===== config.mk =====
export PLATFORM = sky130hd
export DESIGN_NAME = uart_rx_ctrl
export DESIGN_NICKNAME = d
export VERILOG_FILES = /design/src/rtl/uart_rx_ctrl.sv
export SDC_FILE = /design/constraint.sdc
export NUM_CORES = 1
export LEC_CHECK = 0
export CAP_MARGIN = 20
export CORE_ASPECT_RATIO = 0.6
export CORE_MARGIN = 2
export CORE_UTILIZATION = 35
export CTS_CLUSTER_SIZE = 25
export DETAILED_ROUTE_END_ITERATION = 6
export PLACE_DENSITY_LB_ADDON = 0.25
export SYNTH_ARGS = -nofsm -noshare
export SYNTH_HDL_FRONTEND = slang
export SYNTH_SLANG_ARGS = --single-unit

===== constraint.sdc =====
create_clock -name CLK -period 5.04 [get_ports CLK]
set_input_delay 0.504 -clock CLK [delete_from_list [all_inputs] [get_ports CLK]]
set_output_delay 0.504 -clock CLK [all_outputs]
set_load 0.02 [all_outputs]

===== src/rtl/uart_rx_ctrl.sv =====
// UART receive controller: start detect, frame FSM, 3-point majority sampling,
// LSB-first deserialization and parity/stop checking on an 8x oversampled line.
module uart_rx_ctrl #(
    parameter int unsigned DATA_WIDTH = 8
) (
    input  logic                  CLK,
    input  logic                  RST,
    input  logic                  RX_IN,
    input  logic                  PAR_EN,
    input  logic                  PAR_TYP,
    input  logic [2:0]            edge_cnt,
    input  logic [3:0]            bit_cnt,
    output logic                  cnt_enable,
    output logic [DATA_WIDTH-1:0] P_DATA,
    output logic                  data_valid,
    output logic                  par_err,
    output logic                  stp_err,
    output logic                  strt_glitch
);

    localparam int unsigned EDGE_W    = 3;
    localparam int unsigned BIT_W     = 4;
    localparam int unsigned SAMP_0    = 3;
    localparam int unsigned SAMP_1    = 4;
    localparam int unsigned SAMP_2    = 5;
    localparam int unsigned EDGE_LAST = 7;

    typedef enum logic [2:0] {
        IDLE   = 3'd0,
        START  = 3'd1,
        DATA   = 3'd2,
        PARITY = 3'd3,
        STOP   = 3'd4
    } state_t;

    state_t                r_state;
    state_t                w_state_nxt;
    logic [DATA_WIDTH-1:0] r_shreg;
    logic [DATA_WIDTH-1:0] w_shreg_nxt;
    logic [2:0]            r_samp;
    logic [2:0]            w_samp_nxt;
    logic                  r_par_en;
    logic                  w_par_en_nxt;
    logic                  r_par_typ;
    logic                  w_par_typ_nxt;
    logic [DATA_WIDTH-1:0] r_p_data;
    logic [DATA_WIDTH-1:0] w_p_data_nxt;
    logic                  r_valid;
    logic                  w_valid_nxt;
    logic                  r_par_err;
    logic                  w_par_err_nxt;
    logic                  r_stp_err;
    logic                  w_stp_err_nxt;
    logic                  r_glitch;
    logic                  w_glitch_nxt;
    logic                  w_maj;
    logic                  w_bit_end;

    assign w_maj     = (r_samp[0] & r_samp[1]) | (r_samp[0] & r_samp[2]) | (r_samp[1] & r_samp[2]);
    assign w_bit_end = (edge_cnt == EDGE_W'(EDGE_LAST));

    assign cnt_enable  = (r_state != IDLE);
    assign P_DATA      = r_p_data;
    assign data_valid  = r_valid;
    assign par_err     = r_par_err;
    assign stp_err     = r_stp_err;
    assign strt_glitch = r_glitch;

    // Next-state, sampler and datapath updates; every bit decision waits for bit end.
    always_comb begin
        w_state_nxt   = r_state;
        w_shreg_nxt   = r_shreg;
        w_samp_nxt    = r_samp;
        w_par_en_nxt  = r_par_en;
        w_par_typ_nxt = r_par_typ;
        w_p_data_nxt  = r_p_data;
        w_valid_nxt   = 1'b0;
        w_glitch_nxt  = 1'b0;
        w_par_err_nxt = r_par_err;
        w_stp_err_nxt = r_stp_err;

        if (edge_cnt == EDGE_W'(SAMP_0)) w_samp_nxt[0] = RX_IN;
        if (edge_cnt == EDGE_W'(SAMP_1)) w_samp_nxt[1] = RX_IN;
        if (edge_cnt == EDGE_W'(SAMP_2)) w_samp_nxt[2] = RX_IN;

        case (r_state)
            IDLE: begin
                if (!RX_IN) begin
                    w_state_nxt   = START;
                    w_par_en_nxt  = PAR_EN;
                    w_par_typ_nxt = PAR_TYP;
                    w_par_err_nxt = 1'b0;
                    w_stp_err_nxt = 1'b0;
                end
            end
            START: begin
                if (w_bit_end) begin
                    if (w_maj) begin
                        w_state_nxt  = IDLE;
                        w_glitch_nxt = 1'b1;
                    end else begin
                        w_state_nxt = DATA;
                    end
                end
            end
            DATA: begin
                if (w_bit_end) begin
                    w_shreg_nxt = {w_maj, r_shreg[DATA_WIDTH-1:1]};
                    if (bit_cnt == BIT_W'(DATA_WIDTH)) begin
                        w_state_nxt = r_par_en ? PARITY : STOP;
                    end
                end
            end
            PARITY: begin
                if (w_bit_end) begin
                    w_par_err_nxt = w_maj ^ (^r_shreg) ^ r_par_typ;
                    w_state_nxt   = STOP;
                end
            end
            STOP: begin
                if (w_bit_end) begin
                    w_stp_err_nxt = ~w_maj;
                    if (!r_par_err && w_maj) begin
                        w_p_data_nxt = r_shreg;
                        w_valid_nxt  = 1'b1;
                    end
                    w_state_nxt = IDLE;
                end
            end
            default: w_state_nxt = IDLE;
        endcase
    end

    always_ff @(posedge CLK or negedge RST) begin
        if (!RST) begin
            r_state   <= IDLE;
            r_shreg   <= '0;
            r_samp    <= '0;
            r_par_en  <= 1'b0;
            r_par_typ <= 1'b0;
            r_p_data  <= '0;
            r_valid   <= 1'b0;
            r_par_err <= 1'b0;
            r_stp_err <= 1'b0;
            r_glitch  <= 1'b0;
        end else begin
            r_state   <= w_state_nxt;
            r_shreg   <= w_shreg_nxt;
            r_samp    <= w_samp_nxt;
            r_par_en  <= w_par_en_nxt;
            r_par_typ <= w_par_typ_nxt;
            r_p_data  <= w_p_data_nxt;
            r_valid   <= w_valid_nxt;
            r_par_err <= w_par_err_nxt;
            r_stp_err <= w_stp_err_nxt;
            r_glitch  <= w_glitch_nxt;
        end
    end

endmodule

==> flow_summary.html, run 1 <==
<table>
<tr><th>Metric</th><th>Value</th></tr>
<tr><th colspan="2">Power</th></tr>
<tr><td>Total power per unit cell area</td><td>373.1 nW/um^2</td></tr>
<tr><td>Leakage dissipation</td><td>0.7700 nW</td></tr>
<tr><td>Peak ir drop on the vdd network</td><td>0.0001404 V</td></tr>
<tr><td>Pwr Total</td><td>0.6242 mW</td></tr>
<tr><th colspan="2">Synthesis</th></tr>
<tr><td>Average cell area after synthesis</td><td>12.73 um^2</td></tr>
<tr><td>Main area contributors after synthesis</td><td>sky130_fd_sc_hd__dfrtp_1 53%, sky130_fd_sc_hd__mux2_4 9.1%, sky130_fd_sc_hd__mux2_2 7.7%</td></tr>
<tr><td>Synth Instances</td><td>104</td></tr>
<tr><td>Sequential area share after synthesis</td><td>0.5293</td></tr>
<tr><td>Warning count from the yosys run</td><td>0</td></tr>
<tr><td>Number of enable flip-flop cells after synthesis</td><td>0</td></tr>
<tr><td>Post-Syn Nets</td><td>116</td></tr>
<tr><td>Cell variety after synth</td><td>30</td></tr>
<tr><td>Number of register bits inferred by synthesis</td><td>28</td></tr>
<tr><td>Mapped cell area</td><td>1324 um^2</td></tr>
<tr><td>Fraction of post-synthesis cell area in the top cell type by area</td><td>0.5293</td></tr>
<tr><td>Synth area leader</td><td>sky130_fd_sc_hd__dfrtp_1</td></tr>
<tr><td>Post-synthesis async set-or-reset flop share</td><td>1.000</td></tr>
<tr><td>Commonest register cell after synthesis</td><td>sky130_fd_sc_hd__dfrtp_1</td></tr>
<tr><th colspan="2">Global routing</th></tr>
<tr><td>Gr usage total</td><td>0.1351</td></tr>
<tr><td>Initial antenna violation count</td><td>0</td></tr>
<tr><td>GR Overflow Total</td><td>0</td></tr>
<tr><td>Global-route wire length before repair</td><td>4478 um</td></tr>
<tr><td>Number of global-route vias before repair</td><td>883</td></tr>
<tr><td>Largest net degree at the start of global routing</td><td>29</td></tr>
<tr><th colspan="2">Routing</th></tr>
<tr><td>Post-detailed-route via-to-cell ratio</td><td>4.943</td></tr>
<tr><td>Average routed wire per standard cell</td><td>14.46 um</td></tr>
<tr><td>Number of DRC markers in iteration 0</td><td>21</td></tr>
<tr><td>Total wire length after detailed routing</td><td>2531 um</td></tr>
<tr><td>Drt drc</td><td>0</td></tr>
<tr><td>First-pass detailed-route iteration total</td><td>4</td></tr>
<tr><td>Post-route ant nets</td><td>0</td></tr>
<tr><td>Number of vias in the routed layout</td><td>865</td></tr>
<tr><th colspan="2">Timing</th></tr>
<tr><td>Final number of setup-violating endpoints</td><td>0</td></tr>
<tr><td>Min cycle time layout</td><td>2.511 ns</td></tr>
<tr><td>Hold violation total from the final report</td><td>0</td></tr>
<tr><td>Post-route worst hold slack</td><td>0.5110 ns</td></tr>
<tr><td>Number of slew-limit violations in the final report</td><td>0</td></tr>
<tr><td>Clock skew after layout</td><td>0.005229 ns</td></tr>
<tr><td>Slew at the pin closest to its max-slew limit</td><td>0.7591 ns</td></tr>
<tr><td>Achievable clock frequency</td><td>398.2 MHz</td></tr>
<tr><td>Setup repair after global routing missed its margin</td><td>no</td></tr>
<tr><td>Setup TNS after final layout</td><td>0 ns</td></tr>
<tr><td>Final worst path period share</td><td>0.4983</td></tr>
<tr><td>Slew headroom</td><td>0.4929</td></tr>
<tr><th colspan="2">Clock network</th></tr>
<tr><td>Skew-Pair Late Insertion Delay</td><td>0.27 ns</td></tr>
<tr><td>CTS clk-pin slew, worst paths</td><td>0.10 ns</td></tr>
<tr><td>Root buf cell</td><td>sky130_fd_sc_hd__clkbuf_8</td></tr>
<tr><td>Hold buffer count at cts</td><td>0</td></tr>
<tr><td>Gates resized, CTS repair</td><td>0</td></tr>
<tr><td>Buffer depth of the longest clock path</td><td>2</td></tr>
<tr><td>Depth of the CTS H-tree</td><td>1</td></tr>
<tr><td>Post CTS Setup Buffer Count</td><td>0</td></tr>
<tr><td>Sinks on the clock net</td><td>28</td></tr>
<tr><td>Number of clock buffers inserted by TritonCTS</td><td>3</td></tr>
<tr><td>Clock tree from TritonCTS</td><td>yes</td></tr>
<tr><th colspan="2">Floorplanning</th></tr>
<tr><td>Die area</td><td>4306 um^2</td></tr>
<tr><td>Die Y-Extent</td><td>51.64 um</td></tr>
<tr><td>Boundary pin count</td><td>25</td></tr>
<tr><td>Total core area</td><td>3637 um^2</td></tr>
<tr><td>Horizontal die dimension</td><td>83.40 um</td></tr>
<tr><td>FP Rows</td><td>17</td></tr>
<tr><td>Starting utilization of the core area</td><td>0.3639</td></tr>
<tr><th colspan="2">Final layout</th></tr>
<tr><td>Share of final-layout standard cells stronger than drive strength 1</td><td>0.2109</td></tr>
<tr><td>Growth of design area from synthesis to finish</td><td>26.37%</td></tr>
<tr><td>Leading cell type in the layout, fill and taps excluded</td><td>sky130_fd_sc_hd__dfrtp_1</td></tr>
<tr><td>Net count reported at finish</td><td>141</td></tr>
<tr><td>Ant. Diodes</td><td>0</td></tr>
<tr><td>Count of filler cells inserted in the layout</td><td>348</td></tr>
<tr><td>Post-route non-filler standard cell count</td><td>175</td></tr>
<tr><td>Commonest cells after routing, fill and taps aside</td><td>28 x sky130_fd_sc_hd__dfrtp_1, 24 x sky130_fd_sc_hd__clkdlybuf4s50_1, 9 x sky130_fd_sc_hd__mux2_2</td></tr>
<tr><th colspan="2">Placed design</th></tr>
<tr><td>Number of buffer cells added on primary ports</td><td>24</td></tr>
<tr><td>Placed Cells incl. Taps</td><td>171</td></tr>
<tr><td>Post-DP HPWL</td><td>1816 um</td></tr>
<tr><td>Placer Congestion</td><td>0.8039</td></tr>
<tr><th colspan="2">Critical path</th></tr>
<tr><td>Critical path startpoint category</td><td>input pin</td></tr>
<tr><td>Largest fanout on the critical path</td><td>8</td></tr>
<tr><td>Arrival @ worst endpoint</td><td>2.67 ns</td></tr>
<tr><td>Critical path capture point type</td><td>flip-flop</td></tr>
<tr><td>Required time of the critical path</td><td>5.20 ns</td></tr>
<tr><td>CP Class</td><td>in2reg</td></tr>
<tr><th colspan="2">Hold path</th></tr>
<tr><td>Class of the worst hold path</td><td>reg2reg</td></tr>
<tr><th colspan="2">Flow run</th></tr>
<tr><td>Number of maximum-capacitance constraint violations</td><td>0</td></tr>
<tr><th colspan="2">Status</th></tr>
<tr><td>Result of the run</td><td>finished clean</td></tr>
</table>
==> power by group <==
group	leakage [nW]	internal, mW	switching, mW
Sequential	0.378	0.254	0.0391
Clock	0.0357	0.106	0.0710
Combinational	0.356	0.0851	0.0689
==> worst max-delay path, cell delays in order <==
cell and delay [ns]:
sky130_fd_sc_hd__clkdlybuf4s50_1 0.57, sky130_fd_sc_hd__nand3_4 0.14, sky130_fd_sc_hd__nor3b_1 0.37, sky130_fd_sc_hd__nor2b_1 0.67, sky130_fd_sc_hd__mux2_2 0.41
==> synthesized netlist by cell type, drive strengths merged (2+ instances only) <==
master,number
or3,3
xnor2,6
o21ai,7
nand2,7
dfrtp,28
nor2,5
a22o,2
mux2,17
nor4b,2
buf,3
clkbuf,2
a21oi,3
nand3b,3
inv,3
==> path summary, 6_finish.rpt <==
kind / startpoint / endpoint / slack (ns) / cells after the start
max in group asynchronous: RST / r_shreg[0]$_DFFE_PN0P_ / 4.17 / 2
min reg2reg: r_samp[2]$_DFFE_PN0N_ / r_samp[2]$_DFFE_PN0N_ / 0.51 / 2
min: r_samp[2]$_DFFE_PN0N_ / r_samp[2]$_DFFE_PN0N_ / 0.51 / 2
min in group asynchronous: RST / r_samp[1]$_DFFE_PN0N_ / 0.60 / 2
max reg2reg: r_state[2]$_DFFE_PN0P_ / r_shreg[2]$_DFFE_PN0P_ / 2.97 / 3
max: edge_cnt[2] / r_shreg[2]$_DFFE_PN0P_ / 2.53 / 5
==> metrics by stage <==
step	worst slack, ns	cell area, um^2	utilization
after floorplan	3.376	1324	-
after global placement	2.446	1602	0.4403
after detailed placement	2.298	1602	0.4403
after CTS	2.579	1673	0.4599
after global routing	2.363	1673	0.4599
final	2.529	1673	0.4599
==> area by class of cell <==
class,count,area [um^2],share of cell area
Sequential cell,28,700.7,0.4188
Inverter,3,11.26,0.006732
Timing Repair Buffer,25,247.7,0.1481
Multi-Input combinational cell,68,583.1,0.3485
Clock buffer,3,41.29,0.02468
Tap cell,47,58.81,0.03515
Clock inverter,1,30.03,0.01795
==> metal layers <==
layer	routed length (um)	global-route usage	vias up
li1	-	-	411
met1	1238	0.1857	430
met2	1154	0.2164	22
met3	122	0.04444	2
met4	16	0.01639	0
met5	0	0	-
==> registers in the layout, indices dropped and copies added (netlist names) <==
| signal | count |
|---|---|
| P_DATA | 8 |
| r_shreg | 8 |
| r_samp | 3 |
| r_state | 3 |
| data_valid | 1 |
| par_err | 1 |
| r_par_en | 1 |
| r_par_typ | 1 |
| stp_err | 1 |
| strt_glitch | 1 |
==> logic make-up (layout without fill, tap and decap cells) <==
group,count (synthesis),in the layout,synth area share
AO/OA/AOI/OAI,15,15,0.06994
flip-flops,28,28,0.5293
adder cells (fa/ha/maj),1,1,0.008506
multiplexers,18,18,0.1749
XOR/XNOR,8,8,0.06333
buffers and inverters,8,32,0.03025
AND/OR/NAND/NOR,26,26,0.1238
Power figures use the tool's default switching activity.
==> run 2, diff against run 1 <==
- clock period: 5.04 -> 2.57 ns (I/O delays scaled with it)
==> flow_summary.html, run 2 (synthesis results as in run 1) <==
<table>
<tr><th>Metric</th><th>Value</th></tr>
<tr><th colspan="2">Status</th></tr>
<tr><td>Result of the run</td><td>finished clean</td></tr>
<tr><th colspan="2">Final layout</th></tr>
<tr><td>Commonest cells after routing, fill and taps aside</td><td>28 x sky130_fd_sc_hd__dfrtp_1, 24 x sky130_fd_sc_hd__clkdlybuf4s50_1, 9 x sky130_fd_sc_hd__mux2_2</td></tr>
<tr><td>Leading cell type in the layout, fill and taps excluded</td><td>sky130_fd_sc_hd__dfrtp_1</td></tr>
<tr><td>Core Util, Final</td><td>0.4620 (+0.002064)</td></tr>
<tr><td>Share of final-layout standard cells stronger than drive strength 1</td><td>0.2171 (+0.006117)</td></tr>
<tr><td>Growth of design area from synthesis to finish</td><td>26.94%</td></tr>
<tr><td>Ant. Diodes</td><td>0 (unchanged)</td></tr>
<tr><td>Net count reported at finish</td><td>142 (+0.71%)</td></tr>
<tr><th colspan="2">Routing</th></tr>
<tr><td>Total wire length after detailed routing</td><td>2159 um (-15%)</td></tr>
<tr><td>Post-detailed-route via-to-cell ratio</td><td>4.795 (-3.0%)</td></tr>
<tr><td>Average routed wire per standard cell</td><td>12.27 um (-15%)</td></tr>
<tr><td>First-pass detailed-route iteration total</td><td>4 (unchanged)</td></tr>
<tr><td>Drt drc</td><td>0 (unchanged)</td></tr>
<tr><td>Post-route ant nets</td><td>0 (unchanged)</td></tr>
<tr><td>Number of vias in the routed layout</td><td>844 (-2.4%)</td></tr>
<tr><td>Number of DRC markers in iteration 0</td><td>54 (+160%)</td></tr>
<tr><th colspan="2">Placed design</th></tr>
<tr><td>Worst setup timing slack at the placement stage</td><td>0.3541 ns (-1.943 ns)</td></tr>
<tr><td>Number of buffer cells added on primary ports</td><td>24 (unchanged)</td></tr>
<tr><td>Placer Congestion</td><td>0.7965 (-0.92%)</td></tr>
<tr><td>Post-DP HPWL</td><td>1613 um (-11%)</td></tr>
<tr><th colspan="2">Global routing</th></tr>
<tr><td>Largest net degree at the start of global routing</td><td>29 (unchanged)</td></tr>
<tr><td>Global-route wire length before repair</td><td>3719 um (-17%)</td></tr>
<tr><td>Met1 track utilization from global routing</td><td>0.1519 (-0.03383)</td></tr>
<tr><td>Most used routing layer</td><td>met2</td></tr>
<tr><td>Number of global-route vias before repair</td><td>782 (-11%)</td></tr>
<tr><td>Gr usage total</td><td>0.1106 (-0.02445)</td></tr>
<tr><td>GR Overflow Total</td><td>0 (unchanged)</td></tr>
<tr><td>Initial antenna violation count</td><td>0 (unchanged)</td></tr>
<tr><td>Met2 Use GR</td><td>0.1680 (-0.04839)</td></tr>
<tr><td>GR Layer Usage met3</td><td>0.04127 (-0.003175)</td></tr>
<tr><th colspan="2">Floorplanning</th></tr>
<tr><td>Horizontal die dimension</td><td>83.40 um (unchanged)</td></tr>
<tr><td>Starting utilization of the core area</td><td>0.3639 (unchanged)</td></tr>
<tr><td>Boundary pin count</td><td>25 (unchanged)</td></tr>
<tr><td>Die Y-Extent</td><td>51.64 um (unchanged)</td></tr>
<tr><td>FP Rows</td><td>17 (unchanged)</td></tr>
<tr><td>Die area</td><td>4306 um^2 (unchanged)</td></tr>
<tr><td>Total core area</td><td>3637 um^2 (unchanged)</td></tr>
<tr><th colspan="2">Power</th></tr>
<tr><td>Peak ir drop on the vdd network</td><td>0.0002775 V (+98%)</td></tr>
<tr><td>Pwr Total</td><td>1.213 mW (+94%)</td></tr>
<tr><td>Total power per unit cell area</td><td>721.7 nW/um^2 (+93%)</td></tr>
<tr><td>Leakage dissipation</td><td>0.7755 nW (+0.71%)</td></tr>
<tr><th colspan="2">Timing</th></tr>
<tr><td>Achievable clock frequency</td><td>512.0 MHz</td></tr>
<tr><td>Clock skew after layout</td><td>0.006446 ns (+0.001217 ns)</td></tr>
<tr><td>Post-route worst hold slack</td><td>0.3511 ns (-0.1599 ns)</td></tr>
<tr><td>Setup TNS after final layout</td><td>0 ns (unchanged)</td></tr>
<tr><td>Slew at the pin closest to its max-slew limit</td><td>0.6018 ns (-0.1573 ns)</td></tr>
<tr><td>Min cycle time layout</td><td>1.953 ns</td></tr>
<tr><td>Slew headroom</td><td>0.5932 (+0.1003)</td></tr>
<tr><td>Number of slew-limit violations in the final report</td><td>0 (unchanged)</td></tr>
<tr><td>Setup repair after global routing missed its margin</td><td>no</td></tr>
<tr><td>Final worst path period share</td><td>0.7600</td></tr>
<tr><td>Fin worst setup slack</td><td>0.6169 ns (-1.912 ns)</td></tr>
<tr><td>Final number of setup-violating endpoints</td><td>0 (unchanged)</td></tr>
<tr><td>Hold violation total from the final report</td><td>0 (unchanged)</td></tr>
<tr><th colspan="2">Flow run</th></tr>
<tr><td>Number of maximum-capacitance constraint violations</td><td>0 (unchanged)</td></tr>
<tr><th colspan="2">Critical path</th></tr>
<tr><td>Critical path startpoint</td><td>r_state[2]$_DFFE_PN0P_</td></tr>
<tr><td>Largest fanout on the critical path</td><td>11 (+3)</td></tr>
<tr><td>Arrival @ worst endpoint</td><td>1.70 ns (-0.97 ns)</td></tr>
<tr><td>Critical path capture point type</td><td>output port</td></tr>
<tr><td>Critical path startpoint category</td><td>flip-flop</td></tr>
<tr><td>CP Class</td><td>reg2out</td></tr>
<tr><td>Critical R2R Launch</td><td>r_state[0]$_DFFE_PN0P_</td></tr>
<tr><td>Required time of the critical path</td><td>2.31 ns (-2.89 ns)</td></tr>
<tr><th colspan="2">Clock network</th></tr>
<tr><td>Skew-Pair Late Insertion Delay</td><td>0.27 ns (about the same)</td></tr>
<tr><td>Post CTS Setup Buffer Count</td><td>0 (unchanged)</td></tr>
<tr><td>Hold buffer count at cts</td><td>0 (unchanged)</td></tr>
<tr><td>Root buf cell</td><td>sky130_fd_sc_hd__clkbuf_8</td></tr>
<tr><td>Gates resized, CTS repair</td><td>0 (unchanged)</td></tr>
<tr><td>Clock tree from TritonCTS</td><td>yes</td></tr>
<tr><td>Number of clock buffers inserted by TritonCTS</td><td>3 (unchanged)</td></tr>
<tr><td>Sinks on the clock net</td><td>28 (unchanged)</td></tr>
<tr><td>CTS clk-pin slew, worst paths</td><td>0.09 ns (about the same)</td></tr>
<tr><td>Buffer depth of the longest clock path</td><td>2 (unchanged)</td></tr>
<tr><td>Depth of the CTS H-tree</td><td>1 (unchanged)</td></tr>
<tr><th colspan="2">Hold path</th></tr>
<tr><td>Class of the worst hold path</td><td>in2async</td></tr>
</table>
## run 2: changes by cell type in the layout (fill, tap and decap cells not counted)
cell                    before  now
sky130_fd_sc_hd__buf_4       1    2
## run 2: layer usage
metal	vias up	routed length (um)	share of wire
li1	415	-	-
met1	406	1054	0.49
met2	23	985	0.46
met3	0	119	0.055
met4	0	0	0
met5	-	0	0
## run 2: layout make-up
class                   instances  area [um^2]
flip-flops and latches         28        700.7
multi-input cells              68        583.1
clock inverters                 1        30.03
well taps                      47        58.81
repair buffers                 26        255.2
clock buffers                   3        41.29
fillers                       326         1957
inverters                       3        11.26
## run 2: stage by stage
stage,area (um^2),cells
2_1_floorplan,1324,104
3_3_place_gp,1609,172
3_5_place_dp,1609,172
4_1_cts,1680,176
5_1_grt,1680,176
6_report,1680,176
## run 2: power breakdown
group | switching [mW] | internal [mW]
clock | 0.132 | 0.208
combinational | 0.130 | 0.168
sequential | 0.0771 | 0.498
## run 2: final timing paths
kind | to | slack (ns) | cells after the start
max | cnt_enable | 0.62 | 2
min | P_DATA[7]$_DFFE_PN0P_ | 0.35 | 2
max reg2reg | P_DATA[1]$_DFFE_PN0P_ | 0.72 | 4
min reg2reg | r_samp[0]$_DFFE_PN0N_ | 0.50 | 2
max in group asynchronous | r_shreg[1]$_DFFE_PN0P_ | 1.95 | 2
min in group CLK | r_samp[0]$_DFFE_PN0N_ | 0.50 | 2
## run 2: worst max-delay path: stages (launching register included)
cell and delay [ns]:
sky130_fd_sc_hd__dfrtp_1 0.49, sky130_fd_sc_hd__or3_1 0.40, sky130_fd_sc_hd__clkdlybuf4s50_1 0.54
